==> config.mk <==
export PLATFORM = sky130hd
export DESIGN_NAME = multicycle_controller
export DESIGN_NICKNAME = d
export VERILOG_FILES = /design/src/rtl/multicycle_controller.sv
export SDC_FILE = /design/constraint.sdc
export NUM_CORES = 1
export LEC_CHECK = 0
export ABC_AREA = 1
export CORE_MARGIN = 10
export CORE_UTILIZATION = 36
export DETAILED_ROUTE_END_ITERATION = 8
export PLACE_DENSITY_LB_ADDON = 0.25
export SYNTH_ARGS = -nofsm -noshare
export SYNTH_HDL_FRONTEND = slang
export SYNTH_SLANG_ARGS = --single-unit
==> constraint.sdc <==
create_clock -name clk -period 1.4 [get_ports clk]
set_input_delay 0.14 -clock clk [delete_from_list [all_inputs] [get_ports clk]]
set_output_delay 0.14 -clock clk [all_outputs]
set_load 0.005 [all_outputs]
==> src/rtl/multicycle_controller.sv <==
// Per-state control sequencer for the multicycle RV32I core.
// Outputs are decoded from the current state; memory states hand-shake on mem_ready.
module multicycle_controller (
  input  logic       clk,
  input  logic       reset,
  input  logic [6:0] opcode,
  input  logic [2:0] funct3,
  input  logic       Zero,
  input  logic       ALUbit31,
  input  logic       mem_ready,
  output logic       MemRead,
  output logic       MemWrite,
  output logic       AdrSrc,
  output logic       IRWrite,
  output logic       PCWrite,
  output logic       RegWrite,
  output logic [1:0] ALUSrcA,
  output logic [1:0] ALUSrcB,
  output logic [1:0] ALUOp,
  output logic [2:0] ImmSrc,
  output logic [1:0] ResultSrc,
  output logic       instr_done,
  output logic       illegal,
  output logic [3:0] state
);

  localparam int unsigned OPW = 7;

  localparam logic [OPW-1:0] OP_LOAD   = 7'b0000011;
  localparam logic [OPW-1:0] OP_STORE  = 7'b0100011;
  localparam logic [OPW-1:0] OP_R      = 7'b0110011;
  localparam logic [OPW-1:0] OP_I      = 7'b0010011;
  localparam logic [OPW-1:0] OP_BRANCH = 7'b1100011;
  localparam logic [OPW-1:0] OP_JAL    = 7'b1101111;
  localparam logic [OPW-1:0] OP_JALR   = 7'b1100111;
  localparam logic [OPW-1:0] OP_LUI    = 7'b0110111;
  localparam logic [OPW-1:0] OP_AUIPC  = 7'b0010111;

  typedef enum logic [3:0] {
    S_FETCH    = 4'd0,
    S_DECODE   = 4'd1,
    S_MEMADR   = 4'd2,
    S_MEMREAD  = 4'd3,
    S_MEMWB    = 4'd4,
    S_MEMWRITE = 4'd5,
    S_EXECR    = 4'd6,
    S_EXECI    = 4'd7,
    S_ALUWB    = 4'd8,
    S_BRANCH   = 4'd9,
    S_JAL      = 4'd10,
    S_JALR     = 4'd11,
    S_LINK     = 4'd12,
    S_LUI      = 4'd13,
    S_AUIPC    = 4'd14,
    S_ILLEGAL  = 4'd15
  } state_t;

  state_t r_state;
  state_t w_next_state;
  logic   w_taken;

  always_ff @(posedge clk or posedge reset) begin
    if (reset) r_state <= S_FETCH;
    else       r_state <= w_next_state;
  end

  // Branch condition from funct3 and the ALU flags of the rs1-rs2 compare.
  always_comb begin
    w_taken = 1'b0;
    case (funct3)
      3'b000:          w_taken = Zero;
      3'b001:          w_taken = ~Zero;
      3'b100, 3'b110:  w_taken = ALUbit31;
      3'b101, 3'b111:  w_taken = ~ALUbit31;
      default:         w_taken = 1'b0;
    endcase
  end

  always_comb begin
    w_next_state = r_state;
    MemRead      = 1'b0;
    MemWrite     = 1'b0;
    AdrSrc       = 1'b0;
    IRWrite      = 1'b0;
    PCWrite      = 1'b0;
    RegWrite     = 1'b0;
    ALUSrcA      = 2'b00;
    ALUSrcB      = 2'b00;
    ALUOp        = 2'b00;
    ImmSrc       = 3'b000;
    ResultSrc    = 2'b00;
    instr_done   = 1'b0;
    illegal      = 1'b0;
    state        = 4'(r_state);

    case (r_state)
      S_FETCH: begin
        MemRead   = 1'b1;
        ALUSrcB   = 2'b10;
        ResultSrc = 2'b10;
        if (mem_ready) begin
          IRWrite      = 1'b1;
          PCWrite      = 1'b1;
          w_next_state = S_DECODE;
        end
      end
      S_DECODE: begin
        ALUSrcA = 2'b01;
        ALUSrcB = 2'b01;
        ImmSrc  = (opcode == OP_JAL) ? 3'b011 : 3'b010;
        case (opcode)
          OP_LOAD, OP_STORE: w_next_state = S_MEMADR;
          OP_R:              w_next_state = S_EXECR;
          OP_I:              w_next_state = S_EXECI;
          OP_BRANCH:         w_next_state = S_BRANCH;
          OP_JAL:            w_next_state = S_JAL;
          OP_JALR:           w_next_state = S_JALR;
          OP_LUI:            w_next_state = S_LUI;
          OP_AUIPC:          w_next_state = S_AUIPC;
          default:           w_next_state = S_ILLEGAL;
        endcase
      end
      S_MEMADR: begin
        ALUSrcA = 2'b10;
        ALUSrcB = 2'b01;
        if (opcode == OP_STORE) begin
          ImmSrc       = 3'b001;
          w_next_state = S_MEMWRITE;
        end else begin
          w_next_state = S_MEMREAD;
        end
      end
      S_MEMREAD: begin
        MemRead = 1'b1;
        AdrSrc  = 1'b1;
        if (mem_ready) w_next_state = S_MEMWB;
      end
      S_MEMWB: begin
        RegWrite     = 1'b1;
        ResultSrc    = 2'b01;
        instr_done   = 1'b1;
        w_next_state = S_FETCH;
      end
      S_MEMWRITE: begin
        MemWrite = 1'b1;
        AdrSrc   = 1'b1;
        if (mem_ready) begin
          instr_done   = 1'b1;
          w_next_state = S_FETCH;
        end
      end
      S_EXECR: begin
        ALUSrcA      = 2'b10;
        ALUOp        = 2'b10;
        w_next_state = S_ALUWB;
      end
      S_EXECI: begin
        ALUSrcA      = 2'b10;
        ALUSrcB      = 2'b01;
        ALUOp        = 2'b10;
        w_next_state = S_ALUWB;
      end
      S_ALUWB: begin
        RegWrite     = 1'b1;
        instr_done   = 1'b1;
        w_next_state = S_FETCH;
      end
      S_BRANCH: begin
        ALUSrcA      = 2'b10;
        ALUOp        = 2'b01;
        PCWrite      = w_taken;
        instr_done   = 1'b1;
        w_next_state = S_FETCH;
      end
      S_JAL: begin
        PCWrite      = 1'b1;
        ALUSrcA      = 2'b01;
        ALUSrcB      = 2'b10;
        w_next_state = S_ALUWB;
      end
      S_JALR: begin
        ALUSrcA      = 2'b10;
        ALUSrcB      = 2'b01;
        ResultSrc    = 2'b10;
        PCWrite      = 1'b1;
        w_next_state = S_LINK;
      end
      S_LINK: begin
        ALUSrcA      = 2'b01;
        ALUSrcB      = 2'b10;
        w_next_state = S_ALUWB;
      end
      S_LUI: begin
        RegWrite     = 1'b1;
        ImmSrc       = 3'b100;
        ResultSrc    = 2'b11;
        instr_done   = 1'b1;
        w_next_state = S_FETCH;
      end
      S_AUIPC: begin
        ALUSrcA      = 2'b01;
        ALUSrcB      = 2'b01;
        ImmSrc       = 3'b100;
        w_next_state = S_ALUWB;
      end
      S_ILLEGAL: begin
        illegal      = 1'b1;
        w_next_state = S_ILLEGAL;
      end
      default: w_next_state = S_ILLEGAL;
    endcase

    // Reset silences every output immediately, before the state register settles.
    if (reset) begin
      MemRead    = 1'b0;
      MemWrite   = 1'b0;
      AdrSrc     = 1'b0;
      IRWrite    = 1'b0;
      PCWrite    = 1'b0;
      RegWrite   = 1'b0;
      ALUSrcA    = 2'b00;
      ALUSrcB    = 2'b00;
      ALUOp      = 2'b00;
      ImmSrc     = 3'b000;
      ResultSrc  = 2'b00;
      instr_done = 1'b0;
      illegal    = 1'b0;
      state      = 4'd0;
    end
  end

endmodule

==> results.txt <==
The flow ran to the end, but the final reports show violations. The final reports fail on setup timing. The total inserted antenna cells is 0. On the worst path, the slowest cell contributes a delay of 0.42 ns. The count of vias placed by the detailed router is 1,581. The number of flip-flops in the largest register is 4.

The number of enable flip-flop cells after synthesis came out at 0. Dividing the detail-routed via count by the number of cells gives around 5.7. The net load switching power came out at 1610 uW. During I/O placement, the number of pins put on the boundary was 38.

The worst slew margin relative to its limit came out at 74.2%. The final count of negative-setup-slack endpoints is 25. In this run the worst hold path is classified as in2async. The cell area after technology mapping is 767 um2. The count of buffers added on input and output ports is 37. The fmax came out at 533 MHz. The synthesized netlist net count came out at 157.

After synthesis, the mean cell area works out to 5.40 um2. The arrival time at the worst endpoint is 1.74 ns. Counting flops per register, the top entry is r_state. The clock sink count came out at 4. Setup repair after global routing could not meet its margin everywhere. The power share of the sequential group is under 10%.

The die width came out at 66.2 um. The worst register-to-register path begins at r_state[3]. The number of remaining DRC errors is 0. The pre-antenna-repair detailed-routing pass consisted of 4 iterations. Entering global routing, the biggest net connects 17 pins. The all-layer global routing usage came out at 19.8%.

The effective utilization at floorplan is 38.3%. The HPWL after detailed placement is 2.67 mm. The kind of cell adding the most delay to the critical path is simple AND/OR/NAND/NOR gates. The net total in the final layout came out at ~270. The worst setup path is of the reg2out kind. In this run the number of H-tree levels came out at 1. For this run the aggregate overflow at the end of global routing stands at 0. The starting DRC count in detailed routing is 212. The worst clock skew on the final layout came out at 0.0126 ns.

The final layout contains routed wiring with a total length of 5.42 mm. The tool flagged a number of max-cap violations equal to 0. The count of yosys warnings during synthesis is 0. In this run, the clock network consumes roughly 5% of the power. Synthesis instantiated 27 different standard cells from the library. The worst-case clock buffer depth came out at 2.

The area overhead of the layout relative to synthesis is 139%. The sum of buffers and inverters on the critical path came out at 3. The post-synthesis cell count is 142. The area of the placeable core is 0.00200 mm2. Of all nets on the critical path, the largest fanout is 4. The switching part of the total power is roughly half.

The slowest stage of the critical path is the dfrtp_2 cell. The post-route minimum period is ~1.9 ns. Walking the worst path, the cells encountered are buf_6 -> nor2_4 -> inv_2 -> nor3_4 -> nor2_2 -> a31oi_1 -> buf_2. The hold-fix buffer count after cts came out at 0. The layout cell share with drive strength beyond 1 came out at between 50% and 60%. The worst setup path is launched from a flip-flop. The clock transition at the registers of the reported paths is 0.05 ns. The utilization after layout is roughly 92%.

The critical path required time came out at ~1.3 ns. The register bit count reported by yosys came out at 4. In the final routed layout, each cell accounts on average for around 20 um. The post-layout worst setup margin came out at -0.477 ns.

The share of total power dissipated in combinational logic is 86.1%. In this run the static leakage power is approximately 0.00094 uW. The largest registers in the layout are r_state: 4 flops.

STA classifies the critical path endpoint as a primary output. Among all flip-flop cells after synthesis, the most frequent one is dfrtp_1. The area enclosed by the die boundary is 0.00438 mm2.

The number of routed nets with antenna violations came out at 0. The final critical-path share of the clock period came out at 134%. The number of CTS-inserted buffers is 3. The global placer's final weighted congestion came out at 0.874. The clock tree from TritonCTS is yes. The die outline height came out at 66.2 um. The internal power is 1710 uW. The initial antenna violation count was 0. The startpoint of the most critical setup path is r_state[3]. The number of global-route vias before repair is 1,547. The number of rows in the core area came out at 16. The source-to-sink clock delay at the later pin of the worst-skew pair is 0.25 ns. The highest ir drop seen on vdd came out at 1.68 mV.

The slew at the pin closest to its max-slew limit came out at 0.387 ns. The sequential fraction of the synthesis area came out at about an eighth. The root buffer cell chosen for the clock tree is clkbuf_4. The total count of max-transition violations in the final report came out at 0. For this design the ratio of total power to cell area is 1810 mW/mm2. The final number of hold-violating endpoints is 0. Counting flops with an async set or reset pin after synthesis yields a share of 100%.

The first global-routing pass estimated 6.93 mm of wire. The sum of internal, switching and leakage power came out at about 3300 uW.
## routing by layer
layer	wire length, um	track usage [%]	vias to the layer above
met1	1960	18.1	724
met2	2510	37.3	134
li1	-	-	670
met5	0	0	-
met3	496	4.24	53
met4	454	14.1	0
## cell usage after synthesis, drive strengths merged, types with 2 or more instances
master | count | share of area (%)
a31oi | 4 | 5.2
dfrtp | 4 | 13
nand3 | 8 | 5.2
clkbuf | 2 | 0.98
o21ai | 6 | 3.9
a21oi | 11 | 7.7
nor2 | 34 | 22
nand2 | 40 | 20
inv | 22 | 11
## power groups by stage
stage | Combinational, uW | Sequential (uW) | Clock [uW]
floorplan | 812 | 250 | 0
global route | 2980 | 306 | 168
detailed placement | 1770 | 276 | 0
global placement | 1740 | 274 | 0
finish | 2860 | 297 | 166
CTS | 2320 | 279 | 152
## stage by stage
stage / cell area [um2] / setup slack, ns / std cells / hold WS, ns / setup TNS [ns]
2_1_floorplan: 767 / 0.134 / 142 / -0.0778 / 0
3_3_place_gp: 1460 / -0.440 / 243 / 0.569 / -7.53
3_5_place_dp: 1460 / -0.553 / 243 / 0.577 / -8.06
4_1_cts: 1720 / -0.274 / 269 / 0.118 / -3.73
5_1_grt: 1830 / -0.485 / 276 / 0.226 / -7.86
6_report: 1830 / -0.477 / 276 / 0.226 / -6.84
## logic make-up (layout without fill, tap and decap cells)
family / Yosys count / count (layout) / synth area share, %
AOI/OAI and AO/OA: 27 / 27 / 23.2
buffers and inverters: 26 / 133 / 13.2
DFF: 4 / 4 / 13.1
and+or+nand+nor: 85 / 85 / 50.6
## worst paths after layout
check / endpoint / slack [ns] / cells after the start
max reg2reg: r_state[2] / -0.25 / 10
min in group clk: r_state[2] / 0.83 / 5
min reg2reg: r_state[3] / 0.84 / 4
max: ALUSrcA[1] / -0.48 / 7
min: r_state[2] / 0.23 / 3
max in group asynchronous: r_state[3] / 1.03 / 3
## cell usage in the layout, fill, tap and decap left out, types with 2 or more instances in the layout
cell type,netlist,final
buf_4,1,54
nand2_1,38,33
nor2_1,25,19
buf_6,0,18
buf_2,0,16
clkdlybuf4s50_1,0,13
nor2_4,4,11
inv_2,9,10
inv_1,13,9
nand3_1,8,7
a21oi_2,1,6
a21oi_1,10,5
o21ai_0,5,5
nand2_4,0,5
nor2_2,5,4
dfrtp_2,0,4
inv_4,0,3
a31oi_1,3,3
clkbuf_4,0,3
dlygate4sd2_1,0,3
nand2_2,2,2
clkdlybuf4s15_1,0,2
## worst reg2reg max path, stage by stage, from the launching register on
cell and delay [ns]:
dfrtp_2 0.42, buf_6 0.12, nor2_4 0.11, buf_4 0.16, buf_4 0.13, nand2_4 0.06
buf_4 0.14, a31oi_4 0.20, inv_1 0.08, nand2_1 0.07, nand2_1 0.06
## area by class of cell
| class | count | area (um2) |
|---|---|---|
| multi-input cells | 112 | 696 |
| clock buffers | 3 | 22.5 |
| repair buffers | 107 | 876 |
| well taps | 27 | 33.8 |
| flip-flops and latches | 4 | 105 |
| inverters | 23 | 98.8 |
| fillers | 86 | 170 |
## timing repair
| item | CTS | global route |
|---|---|---|
| setup buffers | 25 | 7 |
| setup endpoints to repair | 27 | 26 |
| resized for setup | 124 | 21 |
| pin swaps | 21 | 8 |
Note: power is estimated with default switching activity, not from simulation.
